`src/rtl/pc_dispatch_queue.sv`:
```
// pc_dispatch_queue: buffers program start addresses written to one queue
// number and hands them out, one per request, on the new-PC handshake.
// Optional feature macro: PC_DISPATCH_BOOT_EN (reset preloads BOOT_PC as
// the first FIFO entry).
module pc_dispatch_queue #(
    parameter int          DEPTH    = 8,
    parameter logic [3:0]  QUEUE_ID = 4'd1,
    parameter logic [15:0] BOOT_PC  = 16'd0
) (
    input  logic                     clk,
    input  logic                     rst_n,
    input  logic                     queue_wen,
    input  logic [3:0]               queue_number,
    input  logic [31:0]              queue_wval,
    input  logic                     request_new_pc,
    output logic                     set_pc,
    output logic [15:0]              new_pc,
    output logic [$clog2(DEPTH):0]   count,
    output logic                     empty,
    output logic                     full,
    output logic                     overflow
);

    localparam int AW = $clog2(DEPTH);
    localparam int CW = AW + 1;

`ifdef PC_DISPATCH_BOOT_EN
    localparam logic [AW-1:0] RST_WR_PTR = AW'(1);
    localparam logic [CW-1:0] RST_COUNT  = CW'(1);
`else
    localparam logic [AW-1:0] RST_WR_PTR = '0;
    localparam logic [CW-1:0] RST_COUNT  = '0;
`endif

    logic [15:0]   mem [DEPTH];
    logic [AW-1:0] wr_ptr;
    logic [AW-1:0] rd_ptr;
    logic          enq;
    logic          issue;
    logic          accept;
    logic          unused_wval_hi;

    // Upper half of the write word carries no PC information.
    assign unused_wval_hi = ^queue_wval[31:16];

    // Flags come straight from the registered count, so no input reaches them.
    assign empty = (count == '0);
    assign full  = (count == CW'(DEPTH));

    // A grant is withheld while one is already on the wire; a write into a
    // full FIFO only fits if an entry leaves on the same edge.
    assign enq    = queue_wen && (queue_number == QUEUE_ID);
    assign issue  = request_new_pc && !empty && !set_pc;
    assign accept = enq && (!full || issue);

`ifdef PC_DISPATCH_BOOT_EN
    // Storage; reset seeds entry 0 with the boot address.
    always_ff @(posedge clk or negedge rst_n) begin
        if (!rst_n) begin
            for (int i = 0; i < DEPTH; i++) begin
                mem[i] <= (i == 0) ? BOOT_PC : 16'd0;
            end
        end else if (accept) begin
            mem[wr_ptr] <= queue_wval[15:0];
        end
    end
`else
    // Storage; contents need no reset since count gates every read.
    always_ff @(posedge clk) begin
        if (accept) begin
            mem[wr_ptr] <= queue_wval[15:0];
        end
    end
`endif

    // Pointers, occupancy, grant pulse and sticky overflow.
    always_ff @(posedge clk or negedge rst_n) begin
        if (!rst_n) begin
            wr_ptr   <= RST_WR_PTR;
            rd_ptr   <= '0;
            count    <= RST_COUNT;
            set_pc   <= 1'b0;
            new_pc   <= 16'd0;
            overflow <= 1'b0;
        end else begin
            set_pc <= issue;
            if (issue) begin
                new_pc <= mem[rd_ptr];
                rd_ptr <= rd_ptr + AW'(1);
            end
            if (accept) begin
                wr_ptr <= wr_ptr + AW'(1);
            end
            if (enq && !accept) begin
                overflow <= 1'b1;
            end
            case ({accept, issue})
                2'b10:   count <= count + CW'(1);
                2'b01:   count <= count - CW'(1);
                default: count <= count;
            endcase
        end
    end

endmodule
```
`config.mk`:
```
export PLATFORM = sky130hd
export DESIGN_NAME = pc_dispatch_queue
export DESIGN_NICKNAME = d
export VERILOG_FILES = /design/src/rtl/pc_dispatch_queue.sv
export SDC_FILE = /design/constraint.sdc
export NUM_CORES = 1
export LEC_CHECK = 0
export CORE_UTILIZATION = 56
export DETAILED_ROUTE_END_ITERATION = 12
export DONT_BUFFER_PORTS = 1
export PLACE_DENSITY_LB_ADDON = 0.1
export SYNTH_ARGS = -nofsm -noshare
export SYNTH_HDL_FRONTEND = slang
export SYNTH_SLANG_ARGS = --single-unit
```
`constraint.sdc`:
```
create_clock -name clk -period 2.9 [get_ports clk]
set_input_delay 0.29 -clock clk [delete_from_list [all_inputs] [get_ports clk]]
set_output_delay 0.29 -clock clk [all_outputs]
set_load 0.01 [all_outputs]
```
==> results of run 1 <==
[synthesized netlist by cell type (3+ instances only)]
cell	count
sky130_fd_sc_hd__edfxtp_1	128
sky130_fd_sc_hd__ha_1	4
sky130_fd_sc_hd__mux4_2	32
sky130_fd_sc_hd__xor2_1	3
sky130_fd_sc_hd__inv_1	3
sky130_fd_sc_hd__nand2_1	4
sky130_fd_sc_hd__xnor2_1	4
sky130_fd_sc_hd__a21oi_1	17
sky130_fd_sc_hd__clkbuf_1	7
sky130_fd_sc_hd__mux2i_1	18
sky130_fd_sc_hd__nor3b_1	4
sky130_fd_sc_hd__buf_4	3
sky130_fd_sc_hd__nor2_1	19
sky130_fd_sc_hd__dfrtp_1	28
[layout make-up]
type / count / area (um^2) / share of cell area [%]
tap: 136 / 170 / 2.36
timing repair buffer: 40 / 370 / 5.13
inverter: 3 / 11.3 / 0.156
sequential: 156 / 4550 / 63.0
clock inverter: 13 / 223 / 3.09
multi-input combinational: 123 / 1480 / 20.5
clock buffer: 18 / 418 / 5.79
[power by group]
group | switching, mW | internal [mW]
registers | 0.317 | 2.63
clock network | 0.826 | 1.56
logic | 0.655 | 0.777
[kinds of logic after synthesis]
| logic type | count (synthesis) | share of synthesized area (%) |
|---|---|---|
| DFF | 156 | 74.9 |
| xor gates and xnor gates | 7 | 1.01 |
| AOI/OAI and AO/OA | 22 | 2.41 |
| adders and majority gates | 5 | 1.15 |
| muxes | 53 | 15.5 |
| and+or+nand+nor | 36 | 3.77 |
| buffers and inverters | 17 | 1.30 |
[path summary, 6_finish.rpt]
check,start,depth (start not counted),endpoint
min reg2reg,wr_ptr[0],1,wr_ptr[0]
max,count[1],9,count[3]
max in group asynchronous,rst_n,2,rd_ptr[0]
min,queue_number[1],2,overflow
min in group asynchronous,rst_n,2,count[2]
max reg2reg,count[1],9,count[3]
[sequential cells by signal (all words and copies together), names as in the netlist]
register	count
mem	128
new_pc	16
count	4
rd_ptr	3
wr_ptr	3
overflow	1
set_pc	1
[routing by layer]
layer	global-route usage [%]	wire length, um	up-vias
li1	-	-	1273
met1	28.1	4520	1501
met2	34.5	5510	70
met3	6.01	461	15
met4	8.53	176	0
met5	0	0	-
[stage by stage]
| step | hold WS [ns] | util, % |
|---|---|---|
| after global routing | 0.0275 | 69.2 |
| after global placement | -0.00504 | 61.2 |
| after detailed placement | -0.00500 | 61.2 |
| final | 0.0447 | 69.2 |
| after floorplan | -0.00559 | - |
| after CTS | 0.0204 | 69.2 |
[critical path, stage by stage (launching register included)]
cell and delay (ns):
sky130_fd_sc_hd__dfrtp_1 0.50, sky130_fd_sc_hd__nor4_4 0.52, sky130_fd_sc_hd__nor2_4 0.10, sky130_fd_sc_hd__o21ai_4 0.10
sky130_fd_sc_hd__inv_1 0.08, sky130_fd_sc_hd__ha_1 0.28, sky130_fd_sc_hd__a21o_1 0.18, sky130_fd_sc_hd__a21oi_1 0.17
sky130_fd_sc_hd__mux2i_1 0.24, sky130_fd_sc_hd__xor2_1 0.15
==> tab_implementation.tex, run 1 <==
\begin{tabular}{lr}
\hline
Metric & Value \\
\hline
\multicolumn{2}{l}{\textbf{Final layout}} \\
Number of nets at the end of the flow & 386 \\
Leading cell type in the layout, fill and taps excluded & sky130\_fd\_sc\_hd\_\_edfxtp\_1 \\
Number of antenna repair diodes & 0 \\
Filler instances & 653 \\
Signed area change from the synthesized netlist to the final layout & 18.9\% \\
Fraction of final layout cells with drive strength greater than 1 & 28.9\% \\
Most frequent cells in the layout & sky130\_fd\_sc\_hd\_\_edfxtp\_1 (128), sky130\_fd\_sc\_hd\_\_mux4\_2 (32), sky130\_fd\_sc\_hd\_\_dfrtp\_1 (27) \\
Total non-filler cell area in the finished layout & 7210 um\^{}2 \\
Post-Layout Cell Count & 489 \\
\multicolumn{2}{l}{\textbf{Floorplanning}} \\
Number of I/O pins & 64 \\
Overall die area & 11,300 um\^{}2 \\
Num rows & 37 \\
Vertical extent of the die & 106 um \\
Core outline area & 10,400 um\^{}2 \\
Die X & 106 um \\
Starting utilization of the core area & 58.3\% \\
\multicolumn{2}{l}{\textbf{Synth}} \\
Cell type with the largest total area after synthesis & sky130\_fd\_sc\_hd\_\_edfxtp\_1 \\
Part of the Yosys area used for sequential elements & 74.9\% \\
Area fraction of the dominant cell type after synthesis & 63.3\% \\
Count of mapped cells out of synthesis & 296 \\
Top area cells in the synthesized netlist & sky130\_fd\_sc\_hd\_\_edfxtp\_1 (63\%), sky130\_fd\_sc\_hd\_\_mux4\_2 (12\%), sky130\_fd\_sc\_hd\_\_dfrtp\_1 (12\%) \\
Fraction of registers with async set/reset & 17.9\% \\
Mean cell area of the mapped netlist & 20.5 um\^{}2 \\
Synthesis Warnings & 0 \\
Distinct cell type count after synthesis & 32 \\
Netlist area before placement & 6070 um\^{}2 \\
Post-Syn Nets & 341 \\
Prevailing post-synth register cell & sky130\_fd\_sc\_hd\_\_edfxtp\_1 \\
Post-synth EDFFs & 128 \\
Number of synthesized register bits & 156 \\
\multicolumn{2}{l}{\textbf{Timing}} \\
Clock skew & 0.00777 ns \\
Final-layout setup total negative slack & 0 ns \\
Period utilisation layout & 82.5\% \\
Final Hold Vio Count & 0 \\
Relative slew margins & 69.3\% \\
Unrepaired setup endpoints after global routing & false \\
Fin worst setup slack & 0.508 ns \\
Max Clk Rate & 418 MHz \\
Number of setup violations in the final report & 0 \\
Measured slew at the worst slew-check pin & 0.458 ns \\
Number of max-slew violations in the final report & 0 \\
Clock period minus final worst setup slack & 2.39 ns \\
\multicolumn{2}{l}{\textbf{Route}} \\
Via density & 5.85 \\
Routed vias & 2,859 \\
Detail-routed net length per standard cell & 21.8 um \\
Post-route ant nets & 0 \\
Post-detailed-routing wire length & 10,700 um \\
Remaining DRCs & 0 \\
First-pass detailed-route iteration total & 6 \\
DRC marker count from the first detailed-route iteration & 239 \\
\multicolumn{2}{l}{\textbf{Worst setup path}} \\
Kind of critical path & reg -> reg \\
Reg2reg setup slack & 0.51 ns \\
Element type at the critical path end & flip-flop \\
Startpoint type of the worst setup path & flip-flop \\
Required time of the critical path & 3.35 ns \\
Crit-path max FO & 5 \\
Arrival time of data at the critical path endpoint & 2.84 ns \\
\multicolumn{2}{l}{\textbf{Global routing}} \\
Congestion Overflow GR & 0 \\
Antenna violations before repair & 0 \\
Global-route wire length before repair & 17,000 um \\
Total routing resource utilization after global routing & 21.5\% \\
Number of global-route vias before repair & 2,997 \\
Largest net degree at the start of global routing & 37 \\
\multicolumn{2}{l}{\textbf{Clocking}} \\
TritonCTS clock tree & done \\
CTS Root Buffer Type & sky130\_fd\_sc\_hd\_\_clkbuf\_8 \\
Number of clock sinks seen by CTS & 156 \\
Number of buffers added for setup after CTS & 0 \\
Clock tree buffer depth & 2 \\
Clock slew seen by the registers of the worst setup and hold paths & 0.06 ns \\
Cts bufs inserted & 17 \\
Insertion delay to the later sink of the worst-skew pair & 0.52 ns \\
Hold-fix buffers, CTS & 19 \\
Resized cells post-CTS & 0 \\
CTS H-tree lvls & 4 \\
\multicolumn{2}{l}{\textbf{Placement}} \\
Worst slack at placement & 0.511 ns \\
Placed Cells & 439 \\
Port-buffer cells & 0 \\
HPWL reported at the end of detailed placement & 6470 um \\
Placed cell areas & 6370 um\^{}2 \\
Final GP Congestion & 0.750 \\
\multicolumn{2}{l}{\textbf{Status}} \\
Run status & finished, final reports clean \\
\multicolumn{2}{l}{\textbf{Worst hold path}} \\
Type of the worst min-delay path & in -> reg \\
\multicolumn{2}{l}{\textbf{Power and ir drop}} \\
Total power of the final layout & 6.76 mW \\
Power density over cell area & 938 nW/um\^{}2 \\
Leak Pwr & 2.50 nW \\
Maximum resistive drop on vdd & 529 uV \\
\multicolumn{2}{l}{\textbf{Run}} \\
Max-capacitance violation count & 0 \\
\hline
\end{tabular}
Power figures use the tool's default switching activity.
==> run 2: changes to the inputs <==
Settings changed: CORE_UTILIZATION 56 to 62.
Clock period 2.9 ns to 2.5 ns, I/O delays scaled along.
==> run 2 against run 1 <==
  * Critical endpoint is now mem[2][12]
  * Worst setup slack got worse by 0.28 ns
  * Clock power decreased by 3%
  * Sequential power is 16% higher
  * Fmax rose by 5.4%
  * Core utilization grew 7.2 points
  * First-iteration DRC count down 35%
==> tab_implementation.tex, run 2 (same netlist as run 1, synthesis figures left out) <==
\begin{tabular}{lr}
\hline
Metric & Value \\
\hline
\multicolumn{2}{l}{\textbf{Timing}} \\
Unrepaired setup endpoints after global routing & false \\
Final Hold Vio Count & 0 \\
Number of setup violations in the final report & 0 \\
Max Clk Rate & 440 MHz \\
Measured slew at the worst slew-check pin & 0.449 ns \\
Number of max-slew violations in the final report & 0 \\
Clock period minus final worst setup slack & 2.27 ns \\
Clock skew & 0.00847 ns \\
Final-layout setup total negative slack & 0 ns \\
Relative slew margins & 70.1\% \\
Period utilisation layout & 90.8\% \\
\multicolumn{2}{l}{\textbf{Final layout}} \\
Post-Route Utilization & 76.4\% \\
Registers with the most flip-flops & mem: 128 flops, new\_pc: 16 flops, count: 4 flops \\
Filler instances & 536 \\
Number of antenna repair diodes & 0 \\
Area occupied by multi-input gates & 1480 um\^{}2 \\
Number of nets at the end of the flow & 396 \\
Total area of sequential cells & 4550 um\^{}2 \\
Leading cell type in the layout, fill and taps excluded & sky130\_fd\_sc\_hd\_\_edfxtp\_1 \\
Largest register by flop count & mem \\
Post-Layout Cell Count & 493 \\
Signed area change from the synthesized netlist to the final layout & 18.1\% \\
Flip-flop count of the largest register, all copies and words added & 128 \\
Most frequent cells in the layout & sky130\_fd\_sc\_hd\_\_edfxtp\_1 (128), sky130\_fd\_sc\_hd\_\_mux4\_2 (32), sky130\_fd\_sc\_hd\_\_buf\_4 (31) \\
Fraction of final layout cells with drive strength greater than 1 & 31.0\% \\
\multicolumn{2}{l}{\textbf{Floorplanning}} \\
Overall die area & 10,200 um\^{}2 \\
Vertical extent of the die & 101 um \\
Core outline area & 9370 um\^{}2 \\
Num rows & 35 \\
Starting utilization of the core area & 64.8\% \\
Die X & 101 um \\
Number of I/O pins & 64 \\
\multicolumn{2}{l}{\textbf{Worst setup path}} \\
Element type at the critical path end & flip-flop \\
Kind of critical path & reg -> reg \\
Arrival time of data at the critical path endpoint & 2.49 ns \\
Cell depth of the worst flop-to-flop path & 5 \\
Startpoint type of the worst setup path & flip-flop \\
Crit-path max FO & 7 \\
Required time of the critical path & 2.72 ns \\
\multicolumn{2}{l}{\textbf{Power and ir drop}} \\
Maximum resistive drop on vdd & 583 uV \\
Leak Pwr & 2.50 nW \\
Power density over cell area & 1040 nW/um\^{}2 \\
Total power of the final layout & 7.43 mW \\
\multicolumn{2}{l}{\textbf{Global routing}} \\
Total routing resource utilization after global routing & 24.1\% \\
Largest net degree at the start of global routing & 37 \\
Global-route wire length before repair & 16,800 um \\
Number of global-route vias before repair & 3,064 \\
Antenna violations before repair & 0 \\
Congestion Overflow GR & 0 \\
\multicolumn{2}{l}{\textbf{Route}} \\
Remaining DRCs & 0 \\
First-pass detailed-route iteration total & 4 \\
Post-detailed-routing wire length & 10,800 um \\
DRC marker count from the first detailed-route iteration & 155 \\
Via density & 5.87 \\
Detail-routed net length per standard cell & 21.9 um \\
Post-route ant nets & 0 \\
Routed vias & 2,895 \\
\multicolumn{2}{l}{\textbf{Placement}} \\
Port-buffer cells & 0 \\
Placed Cells & 442 \\
Final GP Congestion & 0.718 \\
HPWL reported at the end of detailed placement & 6660 um \\
\multicolumn{2}{l}{\textbf{Worst hold path}} \\
Type of the worst min-delay path & in -> reg \\
Number of cells on the worst hold path & 4 \\
\multicolumn{2}{l}{\textbf{Clocking}} \\
Cts bufs inserted & 17 \\
Insertion delay to the later sink of the worst-skew pair & 0.52 ns \\
Clock tree buffer depth & 2 \\
CTS Root Buffer Type & sky130\_fd\_sc\_hd\_\_clkbuf\_8 \\
Number of clock sinks seen by CTS & 156 \\
CTS H-tree lvls & 4 \\
Clock slew seen by the registers of the worst setup and hold paths & 0.06 ns \\
TritonCTS clock tree & done \\
\multicolumn{2}{l}{\textbf{Status}} \\
Run status & finished, final reports clean \\
\multicolumn{2}{l}{\textbf{Run}} \\
Max-capacitance violation count & 0 \\
\hline
\end{tabular}
run 2: changes by cell type in the layout (fill, tap and decap cells not counted):
cell / before / now
sky130_fd_sc_hd__buf_4: 20 / 31
sky130_fd_sc_hd__bufinv_16: 6 / 1
sky130_fd_sc_hd__inv_6: 0 / 3
sky130_fd_sc_hd__buf_12: 2 / 1
sky130_fd_sc_hd__clkbuf_1: 1 / 2
sky130_fd_sc_hd__clkinv_1: 1 / 0
sky130_fd_sc_hd__clkinv_2: 3 / 4
sky130_fd_sc_hd__clkinv_4: 1 / 2
sky130_fd_sc_hd__clkinvlp_4: 2 / 3
run 2: report_power, final:
part	switching, mW	total [mW]	internal (mW)
Combinational	0.789	1.70	0.915
Clock	0.987	2.31	1.32
Sequential	0.361	3.41	3.05
Total	2.14	7.43	5.29
run 2: area by class of cell:
type | count | area share (%)
tap | 129 | 2.25
clock buffer | 19 | 5.89
inverter | 3 | 0.157
multi-input combinational | 123 | 20.6
sequential | 156 | 63.4
clock inverter | 13 | 1.62
timing repair buffer | 50 | 6.04
run 2: path summary, 6_finish.rpt:
path | start | slack [ns] | endpoint
hold reg to reg | wr_ptr[0] | 0.52 | wr_ptr[0]
hold / removal | queue_number[0] | 0.10 | wr_ptr[2]
setup / recovery | set_pc | 0.23 | mem[2][12]
min in group asynchronous | rst_n | 0.17 | new_pc[13]
setup reg to reg | set_pc | 0.23 | mem[2][12]
max in group asynchronous | rst_n | 2.12 | rd_ptr[0]
run 2: through the flow:
stage | cell area [um^2] | worst slack (ns) | hold slack, ns
after floorplan | 6100 | 0.169 | -0.0456
after global placement | 6430 | 0.264 | -0.0449
after detailed placement | 6430 | 0.290 | -0.0448
after CTS | 7160 | 0.245 | 0.0846
after global routing | 7160 | 0.0886 | 0.0960
final | 7160 | 0.230 | 0.103
run 2: routing by layer:
metal | part of all wire, % | wire length (um) | track usage (%)
met1 | 42 | 4510 | 31.6
met2 | 51 | 5540 | 39.5
met3 | 5.5 | 591 | 6.17
met4 | 1.7 | 180 | 9.14
met5 | 0 | 0 | 0
run 2: critical path: stages, from the launching register on:
cell	delay, ns
sky130_fd_sc_hd__dfrtp_1	0.41
sky130_fd_sc_hd__nand2b_1	0.28
sky130_fd_sc_hd__a211oi_4	0.45
sky130_fd_sc_hd__nand2b_1	0.24
sky130_fd_sc_hd__nor3b_2	0.33
sky130_fd_sc_hd__buf_4	0.25
run 2: what timing repair did:
action	4_1_cts	5_1_grt
hold buffers	19	0
endpoints found under the hold margin	160	0
setup endpoints to repair	0	0
buffers inserted	0	0
resized for setup	0	0
==> run 3: changes to the inputs <==
Settings changed: CELL_PAD_IN_SITES_DETAIL_PLACEMENT set to 0, CELL_PAD_IN_SITES_GLOBAL_PLACEMENT set to 1, CORE_UTILIZATION 62 to 54.
==> run 3 against run 2 <==
  * First-iteration DRC count rose by 19%
  * Largest cell class unchanged
  * Count of clock-buffer cells in the layout rose by 5
  * Final cell count increased by 1.2%
  * Core utilization fell by 11 points
  * Critical path depth up 4
  * Sequential power fell by 1%
  * Register-to-register slack gained 0.16 ns
  * Die area is 15% higher
  * Worst hold slack worse by 0.033 ns
  * Combinational power up 2%
  * Wire length fell by 3.3%
  * Sequential share of layout area hardly changed
==> tab_implementation.tex, run 3 (same netlist as run 1, synthesis figures left out) <==
\begin{tabular}{lr}
\hline
Metric & Value \\
\hline
\multicolumn{2}{l}{\textbf{Placement}} \\
Port-buffer cells & 0 \\
Placed cell areas & 6410 um\^{}2 \\
HPWL reported at the end of detailed placement & 6370 um \\
Placed Cells & 448 \\
Final GP Congestion & 0.718 \\
\multicolumn{2}{l}{\textbf{Route}} \\
DRC marker count from the first detailed-route iteration & 185 \\
Remaining DRCs & 0 \\
Via density & 5.59 \\
Post-detailed-routing wire length & 10,500 um \\
Routed vias & 2,787 \\
Post-route ant nets & 0 \\
First-pass detailed-route iteration total & 4 \\
Detail-routed net length per standard cell & 21.0 um \\
\multicolumn{2}{l}{\textbf{Final layout}} \\
Total area of sequential cells & 4550 um\^{}2 \\
Leading cell type in the layout, fill and taps excluded & sky130\_fd\_sc\_hd\_\_edfxtp\_1 \\
Most frequent cells in the layout & sky130\_fd\_sc\_hd\_\_edfxtp\_1 (128), sky130\_fd\_sc\_hd\_\_mux4\_2 (32), sky130\_fd\_sc\_hd\_\_dfrtp\_1 (27) \\
Total non-filler cell area in the finished layout & 7160 um\^{}2 \\
Flip-flop count of the largest register, all copies and words added & 128 \\
Registers with the most flip-flops & mem: 128 flops, new\_pc: 16 flops, count: 4 flops \\
Signed area change from the synthesized netlist to the final layout & 18.0\% \\
Fraction of final layout cells with drive strength greater than 1 & 29.2\% \\
Post-Layout Cell Count & 499 \\
Number of nets at the end of the flow & 391 \\
Largest register by flop count & mem \\
Filler instances & 733 \\
Number of antenna repair diodes & 0 \\
Area occupied by multi-input gates & 1480 um\^{}2 \\
\multicolumn{2}{l}{\textbf{Clocking}} \\
Number of clock sinks seen by CTS & 156 \\
TritonCTS clock tree & done \\
Insertion delay to the later sink of the worst-skew pair & 0.52 ns \\
Clock slew seen by the registers of the worst setup and hold paths & 0.06 ns \\
Clock tree buffer depth & 2 \\
Cts bufs inserted & 17 \\
Number of buffers added for setup after CTS & 0 \\
CTS Root Buffer Type & sky130\_fd\_sc\_hd\_\_clkbuf\_8 \\
CTS H-tree lvls & 4 \\
\multicolumn{2}{l}{\textbf{Status}} \\
Run status & finished, final reports clean \\
\multicolumn{2}{l}{\textbf{Timing}} \\
Number of max-slew violations in the final report & 0 \\
Final Hold Vio Count & 0 \\
Clock skew & 0.0111 ns \\
Unrepaired setup endpoints after global routing & false \\
Measured slew at the worst slew-check pin & 0.438 ns \\
Final-layout setup total negative slack & 0 ns \\
Worst hold slack & 0.0694 ns \\
Relative slew margins & 70.7\% \\
Period utilisation layout & 84.4\% \\
Clock period minus final worst setup slack & 2.11 ns \\
Number of setup violations in the final report & 0 \\
Max Clk Rate & 474 MHz \\
\multicolumn{2}{l}{\textbf{Floorplanning}} \\
Number of I/O pins & 64 \\
Die X & 108 um \\
Starting utilization of the core area & 55.7\% \\
Core outline area & 10,900 um\^{}2 \\
Overall die area & 11,700 um\^{}2 \\
Num rows & 38 \\
Vertical extent of the die & 108 um \\
\multicolumn{2}{l}{\textbf{Global routing}} \\
Met3 usage & 7.11\% \\
Global-route track usage on met2 & 31.6\% \\
Congestion Overflow GR & 0 \\
Total routing resource utilization after global routing & 20.5\% \\
Global-route wire length before repair & 16,200 um \\
Number of global-route vias before repair & 2,965 \\
M1 GR Usage & 27.6\% \\
Antenna violations before repair & 0 \\
Largest net degree at the start of global routing & 37 \\
Most heavily used metal layer in global routing & met2 \\
\multicolumn{2}{l}{\textbf{Worst hold path}} \\
Type of the worst min-delay path & in -> reg \\
Start point of the worst hold path & queue\_number[1] \\
\multicolumn{2}{l}{\textbf{Power and ir drop}} \\
Total power of the final layout & 7.43 mW \\
Leak Pwr & 2.49 nW \\
Clock network fraction of design power & 31.2\% \\
Sw Share & 27.3\% \\
Maximum resistive drop on vdd & 698 uV \\
Switching Power & 2.03 mW \\
Sequential group share of total power & 45.4\% \\
Combinational Power Share & 23.4\% \\
Power density over cell area & 1040 nW/um\^{}2 \\
Internal Dissipation & 5.40 mW \\
\multicolumn{2}{l}{\textbf{Worst setup path}} \\
Element type at the critical path end & flip-flop \\
CP Launch Point & count[3] \\
Startpoint of the lowest-slack register-to-register path & count[3] \\
Arrival time of data at the critical path endpoint & 2.55 ns \\
Required time of the critical path & 2.93 ns \\
Kind of critical path & reg -> reg \\
Crit-path max FO & 4 \\
Startpoint type of the worst setup path & flip-flop \\
\multicolumn{2}{l}{\textbf{Run}} \\
Max-capacitance violation count & 0 \\
\hline
\end{tabular}
## run 3: final cells by class
type / instances / share of cell area (%)
inverters: 3 / 0.157
flip-flops and latches: 156 / 63.5
well taps: 140 / 2.45
clock buffers: 24 / 6.71
multi-input cells: 123 / 20.6
repair buffers: 45 / 5.70
clock inverters: 8 / 0.909
## run 3: repair_timing
| action | 4_1_cts | 5_1_grt |
|---|---|---|
| endpoints found under the hold margin | 158 | 0 |
| resized for setup | 0 | 0 |
| hold buffers | 19 | 0 |
## run 3: worst paths after layout
kind,end,slack (ns),depth (start not counted)
worst max-delay path,count[3],0.39,9
worst min-delay path,wr_ptr[0],0.07,3
worst max register to register,count[3],0.39,9
worst min register to register,wr_ptr[0],0.53,1
max in group asynchronous,rd_ptr[0],2.13,2
min in group asynchronous,count[2],0.19,2
## run 3: critical path: stages (launching register included)
cell and delay [ns]:
sky130_fd_sc_hd__dfrtp_1 0.47, sky130_fd_sc_hd__nor4_4 0.31, sky130_fd_sc_hd__nor2_4 0.08, sky130_fd_sc_hd__o21ai_4 0.09, sky130_fd_sc_hd__inv_1 0.09, sky130_fd_sc_hd__ha_1 0.27, sky130_fd_sc_hd__a21o_1 0.17, sky130_fd_sc_hd__a21oi_1 0.16
sky130_fd_sc_hd__mux2i_1 0.23, sky130_fd_sc_hd__xor2_1 0.15
## run 3: power groups by stage
stage | registers (mW) | logic [mW] | clock network [mW]
after detailed placement | 3.44 | 1.72 | 0
final | 3.37 | 1.74 | 2.31
after CTS | 3.38 | 1.78 | 2.37
after global routing | 3.43 | 1.91 | 2.48
after floorplan | 3.35 | 1.40 | 0
after global placement | 3.43 | 1.70 | 0
## run 3: stage by stage
step / setup slack, ns / util, %
global placement: 0.400 / 58.9
CTS: 0.384 / 65.8
finish: 0.389 / 65.8
global route: 0.254 / 65.8
floorplan: 0.169 / -
detailed placement: 0.395 / 58.9
## run 3: layer usage
| layer | up-vias | wire, um | part of all wire (%) |
|---|---|---|---|
| met3 | 4 | 550 | 5.3 |
| met1 | 1425 | 4780 | 46 |
| met4 | 0 | 55 | 0.53 |
| li1 | 1286 | - | - |
| met2 | 72 | 5080 | 49 |
| met5 | - | 0 | 0 |
